### config.mk
export PLATFORM = sky130hd
export DESIGN_NAME = encoder_4to2_hs
export DESIGN_NICKNAME = d
export VERILOG_FILES = /design/src/rtl/encoder_4to2_hs_pkg.sv /design/src/rtl/encoder_4to2_hs_prio_sel_4.sv /design/src/rtl/encoder_4to2_hs.sv
export SDC_FILE = /design/constraint.sdc
export NUM_CORES = 1
export LEC_CHECK = 0
export ABC_CLOCK_PERIOD_IN_PS = 3600
export BUFFER_PORTS_ARGS = -buffer_cell sky130_fd_sc_hd__buf_4
export CAP_MARGIN = 40
export CORE_MARGIN = 4
export CORE_UTILIZATION = 47
export DETAILED_ROUTE_END_ITERATION = 6
export GPL_TIMING_DRIVEN = 0
export PLACE_DENSITY = 0.7
export SETUP_SLACK_MARGIN = 0.3
export SYNTH_ARGS = -nofsm -noshare
export SYNTH_HDL_FRONTEND = slang
export SYNTH_SLANG_ARGS = --single-unit
### constraint.sdc
create_clock -name clk -period 3.6 [get_ports clk]
set_clock_uncertainty 0.1 [all_clocks]
set_input_delay 0.18 -clock clk [delete_from_list [all_inputs] [get_ports clk]]
set_output_delay 0.18 -clock clk [all_outputs]
set_load 0.005 [all_outputs]
### src/rtl/encoder_4to2_hs_pkg.sv
// Shared types, constants and helpers for the registered 4-to-2 encoder.
package enc_pkg;

    localparam int unsigned CODE_W = 2;
    localparam int unsigned NREQ   = 4;

    typedef enum logic {
        IDLE,
        HOLD
    } state_t;

    // True when at least two request lines are asserted (active-high vector).
    function automatic logic popcount_ge2(input logic [NREQ-1:0] v);
        int unsigned cnt;
        cnt = 0;
        for (int unsigned i = 0; i < NREQ; i++) begin
            if (v[i]) begin
                cnt = cnt + 1;
            end
        end
        return (cnt >= 2);
    endfunction

endpackage

### src/rtl/encoder_4to2_hs_prio_sel_4.sv
// Combinational 4-way request selector: fixed priority (high or low index wins)
// or round-robin starting one past i_ptr. Also reports any/multi request.
module prio_sel_4
    import enc_pkg::*;
(
    input  logic [NREQ-1:0]   i_req,
    input  logic [CODE_W-1:0] i_ptr,
    input  logic              i_rr,
    input  logic              i_prio_high,
    output logic [CODE_W-1:0] o_idx,
    output logic              o_any,
    output logic              o_multi
);

    logic              w_found;
    logic [CODE_W-1:0] w_cand;

    // Select the winning request index according to the active mode.
    always_comb begin
        o_idx   = '0;
        w_found = 1'b0;
        w_cand  = '0;
        if (i_rr) begin
            // Visit ptr+1, ptr+2, ptr+3, ptr (mod 4); the first asserted line wins.
            for (int unsigned k = 1; k <= NREQ; k++) begin
                w_cand = i_ptr + k[CODE_W-1:0];
                if (!w_found && i_req[w_cand]) begin
                    o_idx   = w_cand;
                    w_found = 1'b1;
                end
            end
        end else if (i_prio_high) begin
            // Ascending scan: the last hit is the highest index.
            for (int unsigned i = 0; i < NREQ; i++) begin
                if (i_req[i]) begin
                    o_idx = i[CODE_W-1:0];
                end
            end
        end else begin
            // Descending scan: the last hit is the lowest index.
            for (int unsigned i = 0; i < NREQ; i++) begin
                if (i_req[NREQ-1-i]) begin
                    o_idx = CODE_W'(NREQ - 1 - i);
                end
            end
        end
    end

    // Request summary flags.
    always_comb begin
        o_any   = |i_req;
        o_multi = popcount_ge2(i_req);
    end

endmodule

### src/rtl/encoder_4to2_hs.sv
// Registered 4-to-2 encoder with valid/ready output handshake and a
// saturating multi-hot error counter. Inputs are active-low one-cold lines.
// Optional build macro ENC_RR_EN: round-robin selection instead of fixed priority.
module encoder_4to2_hs
    import enc_pkg::*;
#(
    parameter int unsigned PRIORITY_HIGH = 1,
    parameter int unsigned CNT_W         = 8
) (
    input  logic             clk,
    input  logic             rst,
    input  logic             en,
    input  logic [NREQ-1:0]  d_n,
    input  logic             ready,
    output logic             a,
    output logic             b,
    output logic             valid,
    output logic             multi,
    output logic [CNT_W-1:0] err_cnt
);

    state_t            r_state;
    state_t            w_state_nxt;
    logic              r_a;
    logic              r_b;
    logic              r_valid;
    logic              r_multi;
    logic [CNT_W-1:0]  r_err_cnt;

    logic [NREQ-1:0]   w_req;
    logic [CODE_W-1:0] w_idx;
    logic [CODE_W-1:0] w_ptr;
    logic              w_any;
    logic              w_multi;
    logic              w_cap;
    logic              w_rr;

    assign w_req = ~d_n;

`ifdef ENC_RR_EN
    logic [CODE_W-1:0] r_ptr;

    // Round-robin pointer follows the last granted index.
    always_ff @(posedge clk) begin
        if (rst) begin
            r_ptr <= '1;
        end else if (w_cap) begin
            r_ptr <= w_idx;
        end
    end

    assign w_ptr = r_ptr;
    assign w_rr  = 1'b1;
`else
    assign w_ptr = '0;
    assign w_rr  = 1'b0;
`endif

    prio_sel_4 u_sel (
        .i_req       (w_req),
        .i_ptr       (w_ptr),
        .i_rr        (w_rr),
        .i_prio_high (PRIORITY_HIGH != 0),
        .o_idx       (w_idx),
        .o_any       (w_any),
        .o_multi     (w_multi)
    );

    // Next-state and capture decision; HOLD ignores inputs until ready.
    always_comb begin
        w_state_nxt = r_state;
        w_cap       = 1'b0;
        case (r_state)
            IDLE: begin
                if (en && w_any) begin
                    w_cap       = 1'b1;
                    w_state_nxt = HOLD;
                end
            end
            HOLD: begin
                if (ready) begin
                    if (en && w_any) begin
                        w_cap = 1'b1;
                    end else begin
                        w_state_nxt = IDLE;
                    end
                end
            end
            default: w_state_nxt = IDLE;
        endcase
    end

    // State and output registers; code/multi persist after the handshake ends.
    always_ff @(posedge clk) begin
        if (rst) begin
            r_state <= IDLE;
            r_valid <= 1'b0;
            r_a     <= 1'b0;
            r_b     <= 1'b0;
            r_multi <= 1'b0;
        end else begin
            r_state <= w_state_nxt;
            r_valid <= (w_state_nxt == HOLD);
            if (w_cap) begin
                {r_a, r_b} <= w_idx;
                r_multi    <= w_multi;
            end
        end
    end

    // Saturating count of multi-hot captures.
    always_ff @(posedge clk) begin
        if (rst) begin
            r_err_cnt <= '0;
        end else if (w_cap && w_multi && (r_err_cnt != '1)) begin
            r_err_cnt <= r_err_cnt + 1'b1;
        end
    end

    assign a       = r_a;
    assign b       = r_b;
    assign valid   = r_valid;
    assign multi   = r_multi;
    assign err_cnt = r_err_cnt;

endmodule
==> results of run 1 <==
## power by group through the flow
stage / logic, mW / clock network, mW / registers [mW]
after global routing: 0.0682 / 0.119 / 0.144
after CTS: 0.0611 / 0.111 / 0.143
after floorplan: 0.0353 / 0 / 0.146
after global placement: 0.0596 / 0 / 0.146
after detailed placement: 0.0608 / 0 / 0.146
final: 0.0603 / 0.108 / 0.144
## flip-flops by register name, summed over array words and instances (netlist names)
name     count
a            1
b            1
err_cnt      8
multi        1
valid        1
## cells in the final DEF, fill, tap and decap left out, types with 3 or more instances in the layout
| master | count |
|---|---|
| dfxtp_1 | 12 |
| clkbuf_4 | 3 |
| nand2_1 | 4 |
| nor2_1 | 5 |
| ha_1 | 6 |
| o21ai_0 | 4 |
| buf_4 | 21 |
| nand3_1 | 4 |
| nand4_1 | 3 |
| a21oi_1 | 7 |
## Yosys cell counts, types with 2 or more instances
| master | instances |
|---|---|
| a21oi_1 | 7 |
| a311oi_1 | 2 |
| and3_1 | 2 |
| buf_4 | 2 |
| dfxtp_1 | 12 |
| ha_1 | 6 |
| inv_1 | 2 |
| mux2_2 | 2 |
| nand2_1 | 4 |
| nand3_1 | 4 |
| nand4_1 | 3 |
| nor2_1 | 5 |
| nor2b_1 | 2 |
| o21ai_0 | 4 |
| o31ai_1 | 2 |
| or3_1 | 2 |
| or4_1 | 2 |
| xnor2_1 | 2 |
## kinds of logic (layout without fill, tap and decap cells)
| logic type | count (synthesis) | count (layout) |
|---|---|---|
| and+or+nand+nor | 34 | 34 |
| AOI/OAI and AO/OA | 18 | 18 |
| adders and majority gates | 6 | 6 |
| DFF | 12 | 12 |
| xor gates and xnor gates | 2 | 2 |
| muxes | 2 | 2 |
| buffers and inverters | 5 | 28 |
## metal layers
metal,track usage,vias up,share of wire
met4,0.06250,0,0.0084
met3,0.04688,2,0.061
met2,0.2445,14,0.46
met1,0.2014,297,0.47
met5,0,-,0
li1,-,337,-
## how the worst max path moves through the flow
stage,cells past startpoint,to,start,slack (ps)
floorplan,9,err_cnt[5],d_n[0],1530
global placement,10,err_cnt[5],d_n[1],1280
detailed placement,10,err_cnt[5],d_n[1],1250
CTS,10,err_cnt[5],d_n[1],1520
global route,11,err_cnt[6],d_n[1],1380
finish,10,err_cnt[5],d_n[1],1540
## metrics by stage
stage          hold WS, ps  setup slack [ps]  total power [mW]
2_1_floorplan        188.7              1528            0.1816
3_3_place_gp         333.4              1282            0.2059
3_5_place_dp         339.5              1245            0.2073
4_1_cts              54.33              1522            0.3158
5_1_grt              58.93              1378            0.3316
6_report             56.02              1543            0.3121
## area by class of cell
cell class | count | area share
inverter | 2 | 0.008368
multi-input combinational | 62 | 0.4826
buffer | 3 | 0.02092
sequential | 12 | 0.2678
tap | 15 | 0.02092
clock buffer | 4 | 0.04045
timing repair buffer | 19 | 0.1590
## worst reg2reg max path, delay by kind of cell (launching register included)
family,cells,cell delay (ps)
AND/OR/NAND/NOR,3,600
multiplexers,1,370
adder cells (fa/ha/maj),1,260
flip-flops,1,370
==> results.cfg, run 1 <==
[status]
status = completed

[grt]
grt_first_pass_wirelength_um = 2442
grt.total_usage = 0.1576
first_global_vias = 584
antenna_found_initial = 0
grt-ovfl-total = 0
grt_max_degree = 11

[layout]
fin_util = 0.6645
layout-drive-gt1-share = 0.3039
regArea_sq_um = 240.2
syn_to_final_growth_pct = 28.26
stdcell_area_sq_um = 897.1
multiInputGateArea_sq_um = 432.9
instances_no_fill = 117
fillers = 125
nets = 117
diodes = 0

[critical_path]
crit_buf_inv = 2
r2r-start = err_cnt[0]
slowest_delay_ps = 370
crit_chain = buf_4, inv_1, ha_1, xnor2_1, ha_1, nor2b_2, xnor2_1, a211oi_2, nor4_1, mux2_2
critPathSlowestCell = mux2_2
worst_ep_required_time_ps = 3670
crit_family = simple AND/OR/NAND/NOR gates
rrSetupSlack_ps = 1800
crit_arrival_ps = 2120
r2r-end = err_cnt[5]
end_kind = register
rr_worst_depth = 5
crit_type = in -> reg
crit_fanout = 6
startpoint_type = primary input

[timing]
tightest_slew_ps = 445.0
max_slew_margin = 0.7033
min_period_over_period = 0.5713
rsz0062_at_grt = no
slew_viol_final = 0
fmax_mhz = 486.2
fin_setup_tns_ps = 0
finalSetupViolCount = 0
period_needed_ps = 2057
timing_hold_violations_final = 0

[routing]
vias = 650
wire_per_inst_um = 12.26
first_pass_iters = 4
drcViolationCount = 0
drtIter0Drc = 8
ant_nets = 0
vias_per_cell = 5.556
wirelength_um = 1435

[cts]
cts_hold_buffers = 0
cts_resized = 0
cts_buffers = 3
cts_buffer_depth = 2
worstSkewPairLatency_ps = 270
cts-htree-levels = 1
cts_setup_buffers = 0
clock-root-buffer = clkbuf_4
cts_sinks = 12
clk_pin_slew_worst_paths_ps = 90
tritoncts = done

[synth]
syn_area_sq_um = 699.4
synthXorXnorAreaFrac = 0.02504
syn_area_per_cell_sq_um = 8.853
synth_top_family_by_area = simple AND/OR/NAND/NOR gates
netlist_instances = 79
ys.flop_type = dfxtp_1
synth-compound-area-share = 0.1610
synth-simple-area-share = 0.2934
netlist.area_leader.share = 0.3435
yosysWarnings = 0
ys_seq_area_frac = 0.3435
synth_mux_area_frac = 0.03220
synth_cell_type_count = 32
synth_area_leader_cell = dfxtp_1
synth-seq-cells = 12
synthesis.nets = 93
synth_edf_count = 0
synthArstFlopShare = 0
synth_area_leaders = dfxtp_1, ha_1, a21oi_1
synth_fa_ha_area_frac = 0.1073

[placement]
gp_congestion = 0.7863
dpl.hpwl_um = 1115
place_inst = 113
dpl_cell_area_sq_um = 860.8
portBuffers = 19

[floorplanning]
die_x_um = 46.58
die_h_um = 46.58
core_area_sq_um = 1350
start_util = 0.5181
num_rows = 13
dieArea_sq_um = 2169
ios = 20

[pwr]
p_sw_uw = 83.21
p_seq_frac = 0.460
clockPowerShare = 0.347
intPower_uw = 228.9
peakVddDrop_mv = 0.2937
pwr-share-comb = 0.193
p_leak_nw = 0.3825
p_sw_frac = 0.2666
powerDensity_nw_per_um2 = 347.9

[job]
max_cap_viol_count = 0

[min_path]
hold_path.class = in -> reg
hold_path.startpoint = d_n[2]
holdPathStages = 2
whs_endpoint = a
(Power assumes the default switching activity.)
==> inputs of run 2 (changes only) <==
Settings changed: ABC_CLOCK_PERIOD_IN_PS 3600 to 2100.
Clock period 3.6 ns to 2.1 ns, I/O delays scaled along.
==> run 2 against run 1 <==
Net effect:
- sequential power grew 71%
- global-route usage grew 1.6 points
- cell area grew 16%
- die area is the same
- largest cell class unchanged
==> results.cfg, run 2 (same netlist as run 1, synthesis figures left out) <==
[status]
status = completed

[cts]
worstSkewPairLatency_ps = 270
tritoncts = done
cts_sinks = 12
cts_buffers = 3
cts_buffer_depth = 2
clock-root-buffer = clkbuf_4
clk_pin_slew_worst_paths_ps = 80
cts-htree-levels = 1

[pwr]
powerDensity_nw_per_um2 = 562.1
peakVddDrop_mv = 0.3339
p_sw_uw = 162.7
p_leak_nw = 0.4294
pwr-share-comb = 0.256
intPower_uw = 421.7
clockPowerShare = 0.322
power_uw = 584.4
p_sw_frac = 0.2784
p_seq_frac = 0.422

[critical_path]
r2r-end = err_cnt[5]
crit_chain = buf_8, inv_8, ha_4, xnor2_2, ha_2, nor2b_4, xnor2_2, a211oi_4, nor3b_2, mux2_2
slowest_delay_ps = 400
r2r-start = err_cnt[4]
end_kind = register
crit_arrival_ps = 1810
startpoint_type = primary input
crit_path_frequent_cell = xnor2_2
worst_ep_required_time_ps = 2170
crit_start = d_n[1]
rr_worst_depth = 5
rrSetupSlack_ps = 400
crit_fanout = 7
critPathSlowestCell = a211oi_4
crit_type = in -> reg

[layout]
layout-drive-gt1-share = 0.4206
stdcell_area_sq_um = 1040
diodes = 0
fin_util = 0.7702
multiInputGateArea_sq_um = 500.5
instances_no_fill = 122
fillers = 108
syn_to_final_growth_pct = 48.66
final_common_cell = buf_4
largest_register_ff_count = 8
nets = 122
regArea_sq_um = 241.5
most-common-layout-cells = buf_4, dfxtp_1, a21oi_1, nor2_1

[routing]
drtIter0Drc = 8
vias_per_cell = 5.738
first_pass_iters = 4
drcViolationCount = 0
wire_per_inst_um = 13.54
wirelength_um = 1652
vias = 700
ant_nets = 0

[timing]
whs_ps = 6.417
slew_viol_final = 0
finalSetupViolCount = 0
timing_hold_violations_final = 0
max_slew_margin = 0.6796
setup_ws_ps = 362.1
fmax_mhz = 575.4
period_needed_ps = 1738
rsz0062_at_grt = yes
min_period_over_period = 0.8276
fin_setup_tns_ps = 0
tightest_slew_ps = 480.6

[placement]
dpl.hpwl_um = 1104
dp_slack_ps = -58.55
place_inst = 113
dpl_cell_area_sq_um = 905.9
gp_congestion = 0.7437
portBuffers = 19

[floorplanning]
ios = 20
die_h_um = 46.58
start_util = 0.5181
dieArea_sq_um = 2169
core_area_sq_um = 1350
die_x_um = 46.58
num_rows = 13

[grt]
grt-ovfl-total = 0
antenna_found_initial = 0
first_global_vias = 615
grt_first_pass_wirelength_um = 2587
grt.total_usage = 0.1737
grt_max_degree = 11

[min_path]
holdPathStages = 2
whs_endpoint = a
hold_path.class = in -> reg
hold_path.startpoint = d_n[3]

[job]
max_cap_viol_count = 0
==> run 2: area by class of cell <==
type | instances | area share
Buffer | 3 | 0.02166
Clock buffer | 4 | 0.03490
Inverter | 2 | 0.01685
Multi-Input combinational cell | 62 | 0.4813
Sequential cell | 12 | 0.2323
Tap cell | 15 | 0.01805
Timing Repair Buffer | 24 | 0.1949
==> run 2: routing by layer <==
layer | up-vias | routed length, um | global-route usage
met2 | 24 | 746 | 0.2610
met3 | 2 | 93 | 0.05859
met5 | - | 0 | 0
li1 | 355 | - | -
met4 | 0 | 13 | 0.08523
met1 | 319 | 799 | 0.2186
==> run 2: power groups by stage <==
| stage | Clock [mW] | Combinational [mW] | Sequential [mW] |
|---|---|---|---|
| after floorplan | 0 | 0.0710 | 0.251 |
| after global placement | 0 | 0.116 | 0.251 |
| after detailed placement | 0 | 0.118 | 0.251 |
| after CTS | 0.193 | 0.131 | 0.246 |
| after global routing | 0.207 | 0.164 | 0.248 |
| final | 0.188 | 0.150 | 0.246 |
==> run 2: worst max-delay path by stage <==
| stage | endpoint | slack [ps] | depth (start not counted) |
|---|---|---|---|
| 2_1_floorplan | err_cnt[1] | 300 | 9 |
| 3_3_place_gp | err_cnt[4] | -40 | 9 |
| 3_5_place_dp | err_cnt[0] | -60 | 9 |
| 4_1_cts | err_cnt[0] | 300 | 9 |
| 5_1_grt | err_cnt[2] | 300 | 10 |
| 6_report | err_cnt[2] | 360 | 10 |
==> run 2: critical path: cells and delay by family <==
kind,cells,cell delay [ps]
xor+xnor,2,260
fa+ha+maj,2,380
buf+inv,2,160
simple gates,2,210
mux,1,280
compound gates,1,400
==> run 2: what timing repair did <==
item	4_1_cts	5_1_grt
pin swaps	0	9
gates resized for setup	2	13
hold buffers	4	0
endpoints found under the hold margin	3	0
endpoints found under the setup margin	7	9
setup buffers	0	1
gates cloned	0	1
==> inputs of run 3 (changes only) <==
Settings changed: ABC_AREA set to 1, ABC_CLOCK_PERIOD_IN_PS 2100 to 1400, CORE_UTILIZATION 47 to 46.
Clock period 2.1 ns to 1.4 ns, I/O delays scaled along.
==> run 3 against run 2 <==
Net effect:
- the flow now finishes with violations (negative hold slack, negative setup slack)
- utilization up 0.92 points
- critical path depth up 1
- routed wire length up 29%
- die area up 14%
- via count up 27%
- count of clock-buffer cells in the layout down 1
- synthesized cell count up 43%
- flip-flop and latch count unchanged
- sequential power up 50%
- critical path type unchanged
- highest routed layer unchanged
==> results.cfg, run 3 <==
[status]
status = finished with violations
violations = negative hold slack, negative setup slack

[layout]
final_common_cell = nand2_1
most-common-layout-cells = nand2_1, buf_4, inv_1, a21oi_1, nand4_1
largest_register_ff_count = 8
nets = 163
syn_to_final_growth_pct = 53.44
diodes = 0
layout-drive-gt1-share = 0.4490
stdcell_area_sq_um = 1229

[synth]
synth_area_leaders = dfxtp_1, nand2_1, ha_1
synthXorXnorAreaFrac = 0.04375
yosysWarnings = 0
synth_cell_type_count = 20
synthArstFlopShare = 0
synth_common_cells = nand2_1, a21oi_1, dfxtp_1, inv_1, nand4_1
netlist_instances = 113
synth_mux_area_frac = 0
syn_area_sq_um = 800.8
ys_seq_area_frac = 0.3000
synth_edf_count = 0
synthesis.nets = 127
synth-simple-area-share = 0.3875
synth_area_leader_cell = dfxtp_1
netlist.area_leader.share = 0.3000
syn_area_per_cell_sq_um = 7.086
synth-seq-cells = 12
synth_top_family_by_area = simple AND/OR/NAND/NOR gates
synth-compound-area-share = 0.1000
synth_most_common_cell = nand2_1
synth_fa_ha_area_frac = 0.09375
ys.flop_type = dfxtp_1

[cts]
cts_hold_buffers = 1
clk_pin_slew_worst_paths_ps = 80
cts_sinks = 12
clock-root-buffer = clkbuf_4
cts_buffer_depth = 2
tritoncts = done
cts_buffers = 3
cts-htree-levels = 1
worstSkewPairLatency_ps = 280

[placement]
dpl.hpwl_um = 1317
gp_congestion = 0.7655
portBuffers = 19
dp_slack_ps = -388.2
dpl_cell_area_sq_um = 1011

[grt]
grt.total_usage = 0.1801
grt_max_degree = 11
first_global_vias = 848
antenna_found_initial = 0
grt-ovfl-total = 0
grt_first_pass_wirelength_um = 3484

[pwr]
p_leak_nw = 0.5280
p_sw_frac = 0.3030
peakVddDrop_mv = 0.5119
p_seq_frac = 0.431
p_sw_uw = 260.1
clockPowerShare = 0.255
intPower_uw = 598.5
pwr-share-comb = 0.314
powerDensity_nw_per_um2 = 698.8

[timing]
max_slew_margin = 0.6353
whs_ps = -29.71
finalSetupViolCount = 4
slew_viol_final = 0
rsz0062_at_grt = yes
min_period_over_period = 1.021
period_needed_ps = 1429
fmax_mhz = 699.6
timing_hold_violations_final = 1
tightest_slew_ps = 547.0
setup_ws_ps = -29.29

[floorplanning]
die_h_um = 49.72
num_rows = 14
die_x_um = 49.72
core_area_sq_um = 1577
ios = 20
dieArea_sq_um = 2472
start_util = 0.5079

[critical_path]
slowest_delay_ps = 260
crit_family = simple AND/OR/NAND/NOR gates
startpoint_type = primary input
crit_chain = buf_12, inv_12, ha_4, xnor2_2, ha_1, or2_4, nand2_4, nand2_4, nand3_4, nand2_2, a21oi_1
crit_buf_inv = 2
crit_type = in -> reg
crit_fanout = 8
crit_path_frequent_cell = nand2_4
end_kind = register
crit_arrival_ps = 1530
worst_ep_required_time_ps = 1500
critPathSlowestCell = ha_1

[job]
max_cap_viol_count = 0

[routing]
drcViolationCount = 0
vias = 890
wire_per_inst_um = 13.04
vias_per_cell = 5.460
ant_nets = 0
drtIter0Drc = 20
first_pass_iters = 4
wirelength_um = 2126

[min_path]
hold_path.class = in -> reg
[run 3: cell types whose count changed after synthesis, moves of 5 or more]
cell / previous run / this run
nand4_1: 3 / 8
a21oi_1: 7 / 12
inv_1: 2 / 12
nand2_1: 4 / 34
[run 3: logic make-up after synthesis]
family | count (synthesis)
simple gates | 60
compound gates | 16
buf+inv | 15
flops | 12
fa+ha+maj | 6
xor+xnor | 4
[run 3: final timing paths]
check / start / to / slack (ps) / cells after the start
worst min register to register: b / b / 370 / 2
worst min-delay path: ready / valid / -30 / 4
worst max register to register: err_cnt[1] / err_cnt[3] / -20 / 7
worst max-delay path: d_n[1] / err_cnt[3] / -30 / 11
[run 3: stage by stage]
| step | std cells | power (mW) | hold slack, ps | util | TNS (ps) |
|---|---|---|---|---|---|
| 2_1_floorplan | 113 | 0.4929 | 39.07 | - | -747.3 |
| 3_3_place_gp | 148 | 0.5594 | 144.7 | 0.6413 | -3050 |
| 3_5_place_dp | 148 | 0.5622 | 144.6 | 0.6413 | -3153 |
| 4_1_cts | 158 | 0.8395 | -40.04 | 0.7373 | -17.75 |
| 5_1_grt | 163 | 0.9134 | -35.86 | 0.7794 | -656.3 |
| 6_report | 163 | 0.8586 | -29.71 | 0.7794 | -70.28 |
[run 3: worst register-to-register path, stage by stage, from the launching register on]
cell,delay [ps]
dfxtp_4,390
ha_4,150
nand2_2,70
nor2_4,150
nand3_4,130
nand3_4,150
nand2_2,60
a21oi_1,150
[run 3: layer usage]
metal	track usage	up-vias	wire length, um
met4	0.07373	0	29
met2	0.3392	33	1166
met5	0	-	0
met1	0.1767	407	797
li1	-	446	-
met3	0.06024	4	132
[run 3: area by class of cell]
type	instances	area, sq um
repair buffers	30	260.3
well taps	16	20.02
flip-flops and latches	12	254.0
multi-input cells	87	593.1
fillers	99	347.8
plain buffers	2	15.01
clock buffers	3	22.52
inverters	13	63.81
[run 3: repair_timing]
action | 4_1_cts | 5_1_grt
gates resized for setup | 19 | 12
endpoints found under the hold margin | 3 | 1
gates cloned | 1 | 1
setup endpoints to repair | 11 | 14
buffers inserted | 5 | 4
pin swaps | 6 | 5
[run 3: power groups by stage]
stage	Clock, mW	Combinational (mW)	Sequential [mW]
3_3_place_gp	0	0.185	0.374
6_report	0.219	0.270	0.370
5_1_grt	0.245	0.296	0.372
4_1_cts	0.225	0.244	0.370
3_5_place_dp	0	0.188	0.375
2_1_floorplan	0	0.118	0.375
